===== src/rtl/ps2_pkg.sv =====
// Shared constants and types for the PS/2 key capture path.
package ps2_pkg;

    localparam logic [7:0] PS2_BREAK = 8'hF0;
    localparam logic [7:0] PS2_EXT   = 8'hE0;
    localparam int         FRAME_LEN = 11;

    typedef logic [3:0] bcd_t;

    function automatic bcd_t bcd_inc(input bcd_t d);
        return (d == bcd_t'(9)) ? bcd_t'(0) : d + bcd_t'(1);
    endfunction

endpackage


===== src/rtl/ps2_fifo.sv =====
// Scancode FIFO with a registered head byte and valid/pop read side.
module ps2_fifo #(
    parameter int DEPTH = 8,
    parameter int WIDTH = 8
) (
    input  logic             clk,
    input  logic             rst_n,
    input  logic             push,
    input  logic [WIDTH-1:0] push_data,
    output logic             full,
    input  logic             pop,
    output logic             valid,
    output logic [WIDTH-1:0] head
);
    localparam int AW = $clog2(DEPTH);
    localparam int CW = AW + 1;

    logic [WIDTH-1:0] mem [DEPTH];
    logic [AW-1:0]    wr_ptr, rd_ptr, rd_next;
    logic [CW-1:0]    count, count_n;
    logic             do_push, do_pop;

    assign full    = (count == CW'(DEPTH));
    assign do_pop  = pop & valid;
    assign do_push = push & (~full | do_pop);
    assign rd_next = rd_ptr + AW'(1);

    always_comb begin
        count_n = count + CW'(do_push) - CW'(do_pop);
    end

    always_ff @(posedge clk) begin
        if (do_push) mem[wr_ptr] <= push_data;
    end

    always_ff @(posedge clk or negedge rst_n) begin
        if (!rst_n) begin
            wr_ptr <= '0;
            rd_ptr <= '0;
            count  <= '0;
            valid  <= 1'b0;
            head   <= '0;
        end else begin
            count <= count_n;
            valid <= (count_n != '0);
            if (do_push) wr_ptr <= wr_ptr + AW'(1);
            if (do_pop)  rd_ptr <= rd_next;
            // Head is refreshed either from the incoming byte (queue about to
            // hold only it) or from the next stored entry after a pop.
            if (do_push && (count == '0 || (do_pop && count == CW'(1))))
                head <= push_data;
            else if (do_pop && count > CW'(1))
                head <= mem[rd_next];
        end
    end

endmodule


===== src/rtl/ps2_key_capture.sv =====
// PS/2 frame receiver feeding a scancode FIFO, with make/break tracking
// and a two-digit BCD key-press counter.
module ps2_key_capture
    import ps2_pkg::*;
#(
    parameter int FIFO_DEPTH  = 8,
    parameter int TIMEOUT_CYC = 4096
) (
    input  logic       clk,
    input  logic       rst_n,
    input  logic       ps2_clk,
    input  logic       ps2_data,
    input  logic       rd_ready,
    output logic       rd_valid,
    output logic [7:0] rd_data,
    output logic       overflow,
    output logic       frame_err,
    output logic       key_down,
    output logic [7:0] cur_code,
    output logic [3:0] press_lo,
    output logic [3:0] press_hi,
    input  logic       err_clr
);
    localparam int TW = $clog2(TIMEOUT_CYC + 1);

    logic [2:0]           clk_sync, data_sync;
    logic                 sample;
    logic [FRAME_LEN-1:0] shreg;
    logic [3:0]           bit_cnt;
    logic [TW-1:0]        idle_cnt;
    logic                 frame_done;
    logic                 frame_ok, frame_bad;
    logic [7:0]           frame_byte;
    logic                 pop, full;
    logic                 break_pending;

    assign sample     = clk_sync[2] & ~clk_sync[1];
    assign frame_byte = shreg[8:1];
    assign frame_ok   = frame_done & ~shreg[0] & shreg[FRAME_LEN-1] & (^shreg[9:1]);
    assign frame_bad  = frame_done & ~frame_ok;
    assign pop        = rd_valid & rd_ready;

    // Pad inputs idle high, so the synchronisers reset to 1 to avoid a false edge.
    always_ff @(posedge clk or negedge rst_n) begin
        if (!rst_n) begin
            clk_sync  <= '1;
            data_sync <= '1;
        end else begin
            clk_sync  <= {clk_sync[1:0], ps2_clk};
            data_sync <= {data_sync[1:0], ps2_data};
        end
    end

    always_ff @(posedge clk or negedge rst_n) begin
        if (!rst_n) begin
            shreg      <= '0;
            bit_cnt    <= '0;
            idle_cnt   <= '0;
            frame_done <= 1'b0;
        end else begin
            frame_done <= 1'b0;
            if (sample) begin
                shreg    <= {data_sync[1], shreg[FRAME_LEN-1:1]};
                idle_cnt <= TW'(TIMEOUT_CYC - 1);
                if (bit_cnt == 4'(FRAME_LEN - 1)) begin
                    bit_cnt    <= '0;
                    frame_done <= 1'b1;
                end else begin
                    bit_cnt <= bit_cnt + 4'd1;
                end
            end else if (bit_cnt != '0) begin
                if (idle_cnt == '0) bit_cnt  <= '0;
                else                idle_cnt <= idle_cnt - TW'(1);
            end
        end
    end

    ps2_fifo #(
        .DEPTH (FIFO_DEPTH),
        .WIDTH (8)
    ) u_fifo (
        .clk       (clk),
        .rst_n     (rst_n),
        .push      (frame_ok),
        .push_data (frame_byte),
        .full      (full),
        .pop       (pop),
        .valid     (rd_valid),
        .head      (rd_data)
    );

    always_ff @(posedge clk or negedge rst_n) begin
        if (!rst_n) begin
            overflow  <= 1'b0;
            frame_err <= 1'b0;
        end else if (err_clr) begin
            overflow  <= 1'b0;
            frame_err <= 1'b0;
        end else begin
            if (frame_ok && full && !pop) overflow  <= 1'b1;
            if (frame_bad)                frame_err <= 1'b1;
        end
    end

    always_ff @(posedge clk or negedge rst_n) begin
        if (!rst_n) begin
            break_pending <= 1'b0;
            key_down      <= 1'b0;
            cur_code      <= '0;
            press_lo      <= '0;
            press_hi      <= '0;
        end else if (frame_ok) begin
            if (frame_byte == PS2_BREAK) begin
                break_pending <= 1'b1;
            end else if (frame_byte != PS2_EXT) begin
                if (break_pending) begin
                    key_down      <= 1'b0;
                    break_pending <= 1'b0;
                end else begin
                    cur_code <= frame_byte;
                    if (!key_down) begin
                        key_down <= 1'b1;
                        press_lo <= bcd_inc(press_lo);
                        if (press_lo == bcd_t'(9)) press_hi <= bcd_inc(press_hi);
                    end
                end
            end
        end
    end

endmodule


===== config.mk =====
export PLATFORM = sky130hd
export DESIGN_NAME = ps2_key_capture
export DESIGN_NICKNAME = d
export VERILOG_FILES = /design/src/rtl/ps2_pkg.sv /design/src/rtl/ps2_fifo.sv /design/src/rtl/ps2_key_capture.sv
export SDC_FILE = /design/constraint.sdc
export NUM_CORES = 1
export LEC_CHECK = 0
export CAP_MARGIN = 20
export CORE_MARGIN = 10
export CORE_UTILIZATION = 50
export CTS_CLUSTER_SIZE = 20
export DETAILED_ROUTE_END_ITERATION = 6
export GPL_TIMING_DRIVEN = 0
export PLACE_DENSITY = 0.69
export SETUP_SLACK_MARGIN = 0.15
export SLEW_MARGIN = 5
export SYNTH_ARGS = -nofsm -noshare
export SYNTH_HDL_FRONTEND = slang
export SYNTH_SLANG_ARGS = --single-unit

===== constraint.sdc =====
create_clock -name clk -period 8.6 [get_ports clk]
set_input_delay 0.86 -clock clk [delete_from_list [all_inputs] [get_ports clk]]
set_output_delay 0.86 -clock clk [all_outputs]
set_load 0.01 [all_outputs]

Word level (Yosys, flattened, before mapping)
Memory sizes are Yosys's and may differ from the RTL's. Cells that the tools add are included. W data, S select, Z words.

Bits of input ports: 6. Word-level logic and storage cells: 99. Memory bits (writable): 64. Bits in registers: 73. Memories: 1.

Bitwise operators: 16. Multiplexer cells: 22. Reductions and logical operators: 25. Equal/unequal tests: 8. Add/sub/neg operators: 8. Magnitude comparators: 1.

Memory list: u_fifo.mem (words 8, bits a word 8, rd ports 1, clocked after Yosys merged registers in 0, wr ports 1, line ps2_fifo.sv:18) `logic [WIDTH-1:0] mem [DEPTH];`.

Operators by type and width (count): $mux W13 (3); $mux W4 (6); $eq A4 B4 Y1 const B (4); $mux W8 (2); $logic_not A13 Y1 (1); $sub A13 B1 Y13 const B (1); $add A4 B1 Y4 const B (3); $reduce_bool A2 Y1 (6); $mux W1 (11); $reduce_xor A9 Y1 (1); $and A1 B1 Y1 (8); $eq A8 B8 Y1 const B (1); $ne A8 B8 Y1 const B (1); $reduce_bool A4 Y1 (2); $not A1 Y1 (7); $add A3 B1 Y3 const B (2); $reduce_and A2 Y1 (3); $reduce_and A6 Y1 (1); $logic_and A1 B1 Y1 (5); $reduce_and A5 Y1 (1); $add A4 B1 Y4 (1); $eq A4 B1 Y1 const B (1); $gt A4 B1 Y1 const B (1); $logic_not A4 Y1 (1); 7 further kinds (7).

Logic depth before layout (Yosys ltp)
Gate-level depths: netlist (run 1).

Depth in word-level cells: 8. Gate-level depth with buffers: 10. Mapped depth without buffers: 10.

Cells and area by module
From an unflattened synthesis (run 1), not the netlist that was laid out.

Cells, all modules: 476. Area, all modules: 6088.3 um^2.

By module, submodules not included: ps2_fifo (instances 1, cells an instance 229, area an instance 3557.2 um^2); ps2_key_capture (instances 1, cells an instance 247, area an instance 2531.2 um^2).

Least setup slack after synthesis (run 1)
Ideal clock, no wire load.

Kind: register -> register. Start point: register shreg[3]. End point: register u_fifo.valid. Library setup time: 0.138 ns. Arrival time: 2.935 ns. Buffers on the path: 0. Path slack: 5.527 ns. Period minus slack after synthesis: 3.073 ns. Cell stages (with the launch flop): 11. Cell sequence: dfrtp_1 inv_1 ha_1 xnor3_2 xnor2_1 nor3_2 ha_1 inv_1 fa_1 inv_1 or4_1.

Cells in the longest elaborated chain, start to end: 6.

RTL lines: start: declaration (line ps2_key_capture.sv:28) `logic [FRAME_LEN-1:0] shreg;`; start signal: assignment (line ps2_key_capture.sv:63) `shreg <= {data_sync[1], shreg[FRAME_LEN-1:1]};`; $reduce_xor A9 Y1 (line ps2_key_capture.sv:39) `assign frame_ok = frame_done & ~shreg[0] & shreg[FRAME_LEN-1] & (^shreg[9:1]);`; $and A1 B1 Y1 (line ps2_key_capture.sv:39); $and A1 B1 Y1 (line ps2_fifo.sv:25) `assign do_push = push & (~full | do_pop);`; net u_fifo.do_push (line ps2_fifo.sv:21) `logic do_push, do_pop;`; $add A4 B1 Y4 (line ps2_fifo.sv:29) `count_n = count + CW'(do_push) - CW'(do_pop);`; $sub A4 B1 Y4 (line ps2_fifo.sv:29); net u_fifo.count_n[1] (line ps2_fifo.sv:20) `logic [CW-1:0] count, count_n;`; $reduce_bool A4 Y1 (line ps2_fifo.sv:45) `valid <= (count_n != '0);`; end signal: assignment (line ps2_fifo.sv:45); end: declaration (line ps2_fifo.sv:12) `output logic valid,`.

The timed path passes the listed nets, and every way through them passes these cells. A chain may end at the register's enable or synchronous reset.

Worst setup path after layout (run 1)
Ends and elaborated chain as after synthesis.

==> impl_results.md, run 1 <==
* Pleak at about 2.8 nW
* First DRT Iteration DRCs at between 300 and 400
* Layout cell share with drive strength beyond 1 at under 10%
* Core area at approximately 0.012 sq mm
* Drt first pass iters at 4
* Req. time, crit path at between 8 and 9 ns
* Fmax achieved at 286 MHz
* Normalized max-slew margin at a little over two fifths
* Pin count of the biggest net entering global routing at 39
* Area delta synth->final at 19.0%
* Die W at between 100 and 150 um
* Worst-path clk slew at ~0.050 ns
* Crit-path max FO at 11
* Initial Util at around half
* Met3 usage at approximately 4.9%
* Site Rows at 39
* Worst skew pair latency at just over 0.4 ns
* Mean Syn Cell Area at ~12 sq um
* Share of the synthesized area in the top cell type at about 32%
* Crit-path most repeated cell: inv_1
* CTS Buf Count at 17
* Vias at between 3k and 4k
* Cells resized by post-CTS repair at 0
* CTS Buffer Depth at 2
* Fin crit period at 3.50 ns
* CP delay by family, top: adder cells
* M2 GR Usage at 25.9%
* Synth Register Bits at 137
* Final #Nets at between 500 and 600
* Crit path capture type: register
* Die Span Y at about 130 um
* Hold_buf cts at 0
* Final period utilization at between 40% and 50%
* Antenna Diode Count at 0
* Run status: finished clean
* Clock Skew at between 0.006 and 0.007 ns
* Residual DRC at 0
* Worst Path Arrival at between 3 and 4 ns
* Max Cap Violations at 0
* Ys Warns at 0
* Die area at around 0.017 sq mm
* Met1 Resource Use GR at roughly a fifth
* Drt total wl at approximately 12000 um
* CTS tree: done
* Gr usage total at between 15 and 20%
* CTS Root Cell: clkbuf_16
* RSZ-0062 raised after global routing: false
* First-pass GRT wire length at between 20000 and 25000 um
* GRT Max-Usage Layer: met2
* Crit path from: shreg[3]$_DFFE_PN0P_
* Count leader, synth: nand2_1
* Avg Vias per Cell at 5.59
* EDFF count, synth at 64
* Hold Crit Start: data_sync[0]$_DFF_PN1_
* GRT overflow at 0
* Buf+Inv Stages, Crit Path at 3
* Ys flop type: dfrtp_1
* Top cells by area, synth: edfxtp_1 32%, dfrtp_1 29%, nand2_1 4.5%, mux2i_1 4.2%, ha_1 3.6%
* Critical path's slowest cell: dfrtp_1
* Dpl hpwl at ~8500 um
* Syn Nets at 507
* GPL Wtd Cong at approximately 0.84
* FFs w/ async S/R, synth at between 50% and 60%
* Max-slew violation count at 0
* Dpl ws at 4.92 ns
* Hold Path Class: reg2reg
* Worst stage delay on the critical path at about 0.55 ns
* Critical path type: reg2reg
* Post-DR wirelength/cell at between 15 and 20 um
* H-tree depth at 4
* Buffers on Ports at 33
* Worst slew pin tran at 0.862 ns
* VDD IR-drop max at about 0.16 mV
* Startpoint types: register
* Setup slack after layout at 5.10 ns
* Most instantiated cells after synthesis: 71 x nand2_1, 68 x dfrtp_1, 64 x edfxtp_1
* Antenna Nets Post-Route at 0
* Syn Inst Count at 483
* Hold Vio Cnt, Final at 0
* Top Ports at 34
* CTS Sinks at approximately 140
* Synth area leader: edfxtp_1
* Cell Chain, Critical Path: inv_1, ha_1, xnor3_2, xnor2_1, nor3_2, ha_1, inv_1, fa_1, inv_1, or4_1
* Endpoints failing setup at 0
* Worst flop-to-flop path startpoint: shreg[3]$_DFFE_PN0P_
* Pwr dens at around 320 mW/mm^2
* Seq/Total Area, Yosys at 63.0%
* Syn Std Cell Area at around 0.0060 sq mm
* Setup_tns at 0 ns
* Vias in the first global route at 4110
* Yosys cell types at 56
* Post-CTS setup buffers at 0
* Initial antenna violation count at 0
==> through the flow <==
stage	util (%)	hold WS [ns]	area (sq um)	std cells	total power, mW
after floorplan	-	0.345	5960	483	1.30
after global placement	55.9	0.346	6470	659	1.48
after detailed placement	56.2	0.351	6490	661	1.51
after CTS	61.3	0.359	7090	693	2.26
after global routing	61.3	0.361	7090	694	2.37
final	61.3	0.357	7090	694	2.24
==> layout make-up <==
class	instances	area (sq um)
Fill cell	892	4470
Sequential cell	137	3750
Multi-Input combinational cell	312	2060
Clock buffer	22	444
Timing Repair Buffer	36	360
Tap cell	143	179
Clock inverter	10	150
Inverter	21	78.8
Buffer	13	62.6
==> worst paths after layout <==
| kind | to | slack [ns] | depth (start not counted) |
|---|---|---|---|
| hold reg to reg | data_sync[1]$_DFF_PN1_ | 0.36 | 0 |
| hold / removal | data_sync[1]$_DFF_PN1_ | 0.36 | 0 |
| max in group asynchronous | clk_sync[2]$_DFF_PN1_ | 7.58 | 2 |
| setup / recovery | u_fifo.valid$_DFF_PN0_ | 5.10 | 10 |
| setup reg to reg | u_fifo.valid$_DFF_PN0_ | 5.10 | 10 |
| min in group asynchronous | idle_cnt[9]$_DFFE_PN0P_ | 0.42 | 1 |
==> layout by cell type (no fill, tap or decap), drive strengths merged, types with 4 or more instances in the layout <==
cell type,Yosys,final
bufinv,0,4
buf,6,10
clkbuf,7,29
nand2,71,71
xor2,8,8
a31oi,11,11
a22oi,8,8
nand3,15,15
clkdlybuf4s50,0,32
inv,21,21
dfstp,5,5
ha,17,17
o21ai,20,20
nor2b,12,12
dfrtp,68,68
nand2b,6,6
edfxtp,64,64
or4,4,4
nor4,4,4
a21oi,13,13
nor2,27,27
xnor2,15,15
mux2i,25,25
clkinv,0,5
nor3,12,12
a2111oi,8,8
==> state kept, by name, summed over array words and instances, names as in the netlist, 4 cells and up <==
signal        count
u_fifo.head       8
press_hi          4
press_lo          4
idle_cnt         13
u_fifo.count      4
bit_cnt           4
u_fifo.mem       64
shreg            11
cur_code          8
==> routing by layer <==
metal / vias up / part of all wire (%)
met5: - / 0
met4: 0 / 2.1
met3: 23 / 6.7
met2: 104 / 49
met1: 1893 / 42
li1: 1856 / -
==> report_power, final <==
| part | switching (mW) | internal (mW) | leakage [nW] |
|---|---|---|---|
| Clock | 0.257 | 0.481 | 0.287 |
| Combinational | 0.387 | 0.278 | 1.04 |
| Sequential | 0.0710 | 0.768 | 1.48 |
==> cells by family (layout without fill, tap and decap cells) <==
logic type,after synthesis,after routing,share of synthesized area (%)
buf+inv,34,102,2.37
flops,137,137,63.0
compound gates,73,73,8.02
xor+xnor,24,24,3.90
mux,28,28,4.76
simple gates,169,169,14.0
fa+ha+maj,18,18,3.90
Power figures use the tool's default switching activity.
==> run 2, diff against run 1 <==
PLACE_DENSITY = 0.71   (was 0.69)
clock period = 3.1 ns   (was 8.6 ns; I/O delays follow)
==> run 2 against run 1 <==
Critical endpoint unchanged. Power rose to 2.8 times the previous value. Final cell count up 1.7%. Clock power increased to 2.8 times the previous value. Combinational power rose to 3.0 times the previous value.
==> impl_results.md, run 2 (synthesis gave the netlist of run 1 again) <==
* P_sw at between 2 and 2.5 mW
* Crit-path max FO at 4
* Logic pwr share at 31.5%
* Hold Vio Cnt, Final at 0
* Clk pwr share at 32.5%
* Residual DRC at 0
* Crit path capture type: register
* GPL Wtd Cong at between 0.9 and 1
* Placed instance area at about 0.0065 sq mm
* Site Rows at 39
* Design Power at between 6 and 7 mW
* Startpoint types: register
* First-pass GRT wire length at 19700 um
* Final period utilization at a little over nine tenths
* Hold Path Class: in2reg
* Pwr dens at roughly 870 mW/mm^2
* First DRT Iteration DRCs at 235
* Vias at about 3.9k
* CTS Buf Count at 17
* Clock Skew at between 0.006 and 0.007 ns
* Layout cell share with drive strength beyond 1 at between 10 and 15%
* Die Span Y at between 100 and 150 um
* VDD IR-drop max at around 0.42 mV
* CTS tree: done
* CTS Root Cell: clkbuf_16
* Most frequent cells in the layout: 71 x nand2_1, 64 x edfxtp_1, 60 x dfrtp_1
* Placed cells at 661
* Most common cell after layout, fill and taps aside: nand2_1
* Top Ports at 34
* Antenna Diode Count at 0
* Avg Vias per Cell at 5.56
* Initial Util at between 50% and 60%
* Fin crit period at ~3 ns
* Endpoints failing setup at 0
* Drt first pass iters at 5
* Worst slew pin tran at a little under 0.8 ns
* Post-DR wirelength/cell at 17.2 um
* Req. time, crit path at between 3 and 4 ns
* Pin count of the biggest net entering global routing at ~50
* Largest register FFs at 64
* Core area at 0.0116 sq mm
* Area delta synth->final at 21.8%
* Layout fillers at about 900
* Hold WS at 0.296 ns
* Normalized max-slew margin at between 40 and 50%
* Setup_tns at 0 ns
* Worst-path clk slew at around 0.060 ns
* Critical path type: reg2reg
* Die area at around 0.017 sq mm
* Run status: finished clean
* Reg power frac at around 36%
* Max Cap Violations at 0
* CTS Sinks at approximately 140
* Pleak at 2.88 nW
* GRT overflow at 0
* H-tree depth at 4
* Fmax achieved at 340 MHz
* Antenna Nets Post-Route at 0
* Vias in the first global route at a little under 4k
* RSZ-0062 raised after global routing: true
* Dpl hpwl at slightly above 8000 um
* Worst Path Arrival at between 3 and 4 ns
* Final non-filler cell total at 706
* Biggest regs: u_fifo.mem: 64 flops, idle_cnt: 13 flops, shreg: 11 flops
* CTS Buffer Depth at 2
* Fin area at just over 0.007 sq mm
* Die W at around 130 um
* Biggest register: u_fifo.mem
* Drt total wl at between 10000 and 15000 um
* Sw frac at 33.0%
* Gr usage total at ~15%
* Max-slew violation count at 0
* Final #Nets at roughly 570
* Initial antenna violation count at 0
* Worst skew pair latency at ~0.42 ns
* Internal power at 4.24 mW
* Buffers on Ports at 33
==> run 2: cell count changes in the layout (fill, tap and decap cells not counted), moves of 2 or more <==
cell / change
dfrtp_2: +8
clkbuf_1: -5
dfrtp_1: -8
ha_1: -2
clkinv_2: -3
inv_6: +4
clkinv_4: +5
buf_4: +10
==> run 2: path summary, 6_finish.rpt <==
path                                       start                 endpoint  slack, ns  depth (start not counted)
min                                     ps2_data   data_sync[0]$_DFF_PN1_       0.30                          1
max                         shreg[8]$_DFFE_PN0P_   u_fifo.valid$_DFF_PN0_       0.16                          9
max reg2reg                 shreg[8]$_DFFE_PN0P_   u_fifo.valid$_DFF_PN0_       0.16                          9
min reg2reg                clk_sync[0]$_DFF_PN1_    clk_sync[1]$_DFF_PN1_       0.36                          0
min in group asynchronous                  rst_n  idle_cnt[8]$_DFFE_PN0P_       0.34                          2
max in group asynchronous                  rst_n    clk_sync[1]$_DFF_PN1_       2.15                          3
==> run 2: timing repair <==
item | CTS | global route
pin swaps | 3 | 0
hold buffers | 1 | 0
buffers inserted | 8 | 3
hold endpoints to repair | 23 | 0
endpoints found under the setup margin | 64 | 1
cloned | 0 | 0
gates resized for setup | 4 | 0
==> run 2: layer usage <==
metal / wire length, um / global-route usage (%) / share of wire [%]
met3: 702 / 5.14 / 5.8
met2: 5870 / 24.2 / 48
met4: 231 / 6.35 / 1.9
met1: 5360 / 18.4 / 44
met5: 0 / 0 / 0
==> run 2: worst max-delay path: stages, from the launching register on <==
cell and delay (ns):
dfrtp_2 0.42, ha_4 0.24, xnor3_2 0.41, xnor2_2 0.19, nor3_4 0.23, ha_2 0.24
inv_2 0.04, fa_1 0.47, inv_1 0.05, or4_1 0.51
==> run 2: layout make-up <==
cell class,count,area [sq um],area share [%]
sequential,137,3760,51.9
buffer,13,62.6,0.862
tap,143,179,2.47
clock buffer,17,425,5.86
inverter,21,78.8,1.09
timing repair buffer,48,458,6.31
clock inverter,15,189,2.60
multi-input combinational,312,2100,28.9
==> run 2: metrics by stage <==
step	setup slack, ns	utilization [%]
floorplan	0.156	-
global placement	-1.11	56.3
detailed placement	-0.240	56.6
CTS	0.154	62.5
global route	0.0645	62.8
finish	0.160	62.8
==> run 2: power by group through the flow <==
stage / Combinational (mW) / Sequential (mW) / Clock [mW]
final: 2.00 / 2.27 / 2.06
after global routing: 2.20 / 2.30 / 2.16
after CTS: 1.99 / 2.29 / 2.09
after detailed placement: 1.88 / 2.38 / 0
after global placement: 1.82 / 2.36 / 0
after floorplan: 1.32 / 2.33 / 0
==> run 3, diff against run 2 <==
REMOVE_ABC_BUFFERS = 1   (was default)
==> run 3 against run 2 <==
Via count down 1.1%. Maximum frequency up 2.2%. Clock-buffer cell count up 4. Sequential power about the same.
==> impl_results.md, run 3 (synthesis gave the netlist of run 1 again) <==
* Buf+Inv Stages, Crit Path at 2
* Fin area at 0.00722 sq mm
* Worst slew pin tran at slightly above 0.8 ns
* Top Ports at 34
* Max Cap Violations at 0
* Max-slew violation count at 0
* GPL Wtd Cong at around 0.8
* Pwr dens at 874 mW/mm^2
* CTS Root Cell: clkbuf_16
* Die W at roughly 130 um
* Antenna Diode Count at 0
* Crit-path most repeated cell: inv_1
* Cell Chain, Critical Path: ha_4, xnor3_2, xnor2_2, nor3_4, ha_2, inv_1, fa_1, inv_1, or4_1
* M2 GR Usage at between 20% and 30%
* Crit path capture type: register
* H-tree depth at 4
* Critical path's slowest cell: or4_1
* Dpl hpwl at 8060 um
* Layout cell share with drive strength beyond 1 at 14.5%
* Most common cell after layout, fill and taps aside: nand2_1
* Site Rows at 39
* Final #Nets at 564
* Worst Path Arrival at between 3 and 4 ns
* Fin crit period at ~2.9 ns
* Startpoint types: register
* Endpoints failing setup at 0
* Antenna Nets Post-Route at 0
* Area delta synth->final at 21.2%
* CTS Buf Count at 17
* RSZ-0062 raised after global routing: true
* Pleak at 2.86 nW
* Multi-input logic area at around 0.0021 sq mm
* Layout fillers at 876
* Design Power at 6.32 mW
* Fmax achieved at 348 MHz
* Pin count of the biggest net entering global routing at 49
* Worst skew pair latency at ~0.43 ns
* Hold Vio Cnt, Final at 0
* Dpl ws at -0.434 ns
* Normalized max-slew margin at between 40 and 50%
* Biggest regs: u_fifo.mem: 64 flops, idle_cnt: 13 flops, shreg: 11 flops
* Die Span Y at 129 um
* Initial Util at roughly 50%
* CP delay by family, top: adder cells
* Avg Vias per Cell at 5.57
* First-pass GRT wire length at between 20000 and 25000 um
* Initial antenna violation count at 0
* CTS Buffer Depth at 2
* Worst stage delay on the critical path at ~0.52 ns
* Largest register FFs at 64
* First DRT Iteration DRCs at between 200 and 250
* Final period utilization at roughly 93%
* CTS Sinks at approximately 140
* Met1 Resource Use GR at 18.0%
* GRT Max-Usage Layer: met2
* Setup slack after layout at ~0.22 ns
* Drt first pass iters at 4
* Vias in the first global route at 4068
* Register area at about 0.0038 sq mm
* Worst-path clk slew at ~0.06 ns
* Vias at approximately 3.9k
* Most frequent cells in the layout: 71 x nand2_1, 64 x edfxtp_1, 60 x dfrtp_1
* Crit-path max FO at 2
* Clock Skew at roughly 0.012 ns
* Gr usage total at 15.8%
* Met3 usage at approximately 5.1%
* CTS tree: done
* Residual DRC at 0
* Run status: finished clean
* VDD IR-drop max at just over 0.5 mV
* Core area at roughly 0.012 sq mm
* Buffers on Ports at 33
* Hold Path Class: in2reg
* GRT overflow at 0
* Die area at 0.0167 sq mm
* Biggest register: u_fifo.mem
* Placed instance area at ~0.0065 sq mm
* Critical path type: reg2reg
* Drt total wl at roughly 12000 um
* Post-DR wirelength/cell at between 15 and 20 um
* Req. time, crit path at between 3 and 4 ns
run 3: worst reg2reg max path, cell delays in order (launching register included):
cell and delay (ns):
dfrtp_2 0.44, ha_4 0.25, xnor3_2 0.40, xnor2_2 0.18
nor3_4 0.18, ha_2 0.21, inv_1 0.05, fa_1 0.47
inv_1 0.05, or4_1 0.52
run 3: path summary, 6_finish.rpt:
| check | start | slack, ns | endpoint | cells past startpoint |
|---|---|---|---|---|
| setup / recovery | shreg[7]$_DFFE_PN0P_ | 0.22 | u_fifo.valid$_DFF_PN0_ | 9 |
| hold / removal | ps2_data | 0.30 | data_sync[0]$_DFF_PN1_ | 1 |
| setup reg to reg | shreg[7]$_DFFE_PN0P_ | 0.22 | u_fifo.valid$_DFF_PN0_ | 9 |
| hold reg to reg | data_sync[0]$_DFF_PN1_ | 0.36 | data_sync[1]$_DFF_PN1_ | 0 |
| max in group asynchronous | rst_n | 2.12 | data_sync[0]$_DFF_PN1_ | 3 |
| min in group asynchronous | rst_n | 0.36 | u_fifo.head[0]$_DFFE_PN0P_ | 2 |
run 3: per-stage QoR:
stage               utilization [%]  hold WS (ns)  TNS (ns)  cells
finish                         62.5         0.297         0    696
floorplan                         -        0.0144         0    470
global route                   62.5         0.301         0    696
CTS                            62.3         0.283         0    694
global placement               55.4         0.346    -70.77    646
detailed placement             56.0         0.260     -8.82    651
run 3: final cells by class:
cell class	count	share of cell area [%]
clock buffers	21	6.67
clock inverters	11	1.61
inverters	21	1.09
multi-input cells	312	29.1
flip-flops and latches	137	52.1
well taps	143	2.48
repair buffers	51	6.91
run 3: routing by layer:
layer / up-vias / routed length, um
li1: 1861 / -
met1: 1918 / 5290
met2: 80 / 6290
met3: 19 / 609
met4: 0 / 190
met5: - / 0
run 3: repair_timing:
action,4_1_cts,5_1_grt
pin swaps,4,2
hold buffers,1,0
endpoints found under the setup margin,67,1
hold endpoints to repair,25,0
gates resized for setup,13,0
setup buffers,10,2
run 3: report_power, final:
part / switching [mW] / leakage (nW) / internal, mW
Sequential: 0.161 / 1.47 / 2.13
Clock: 0.747 / 0.298 / 1.27
Combinational: 1.13 / 1.10 / 0.871
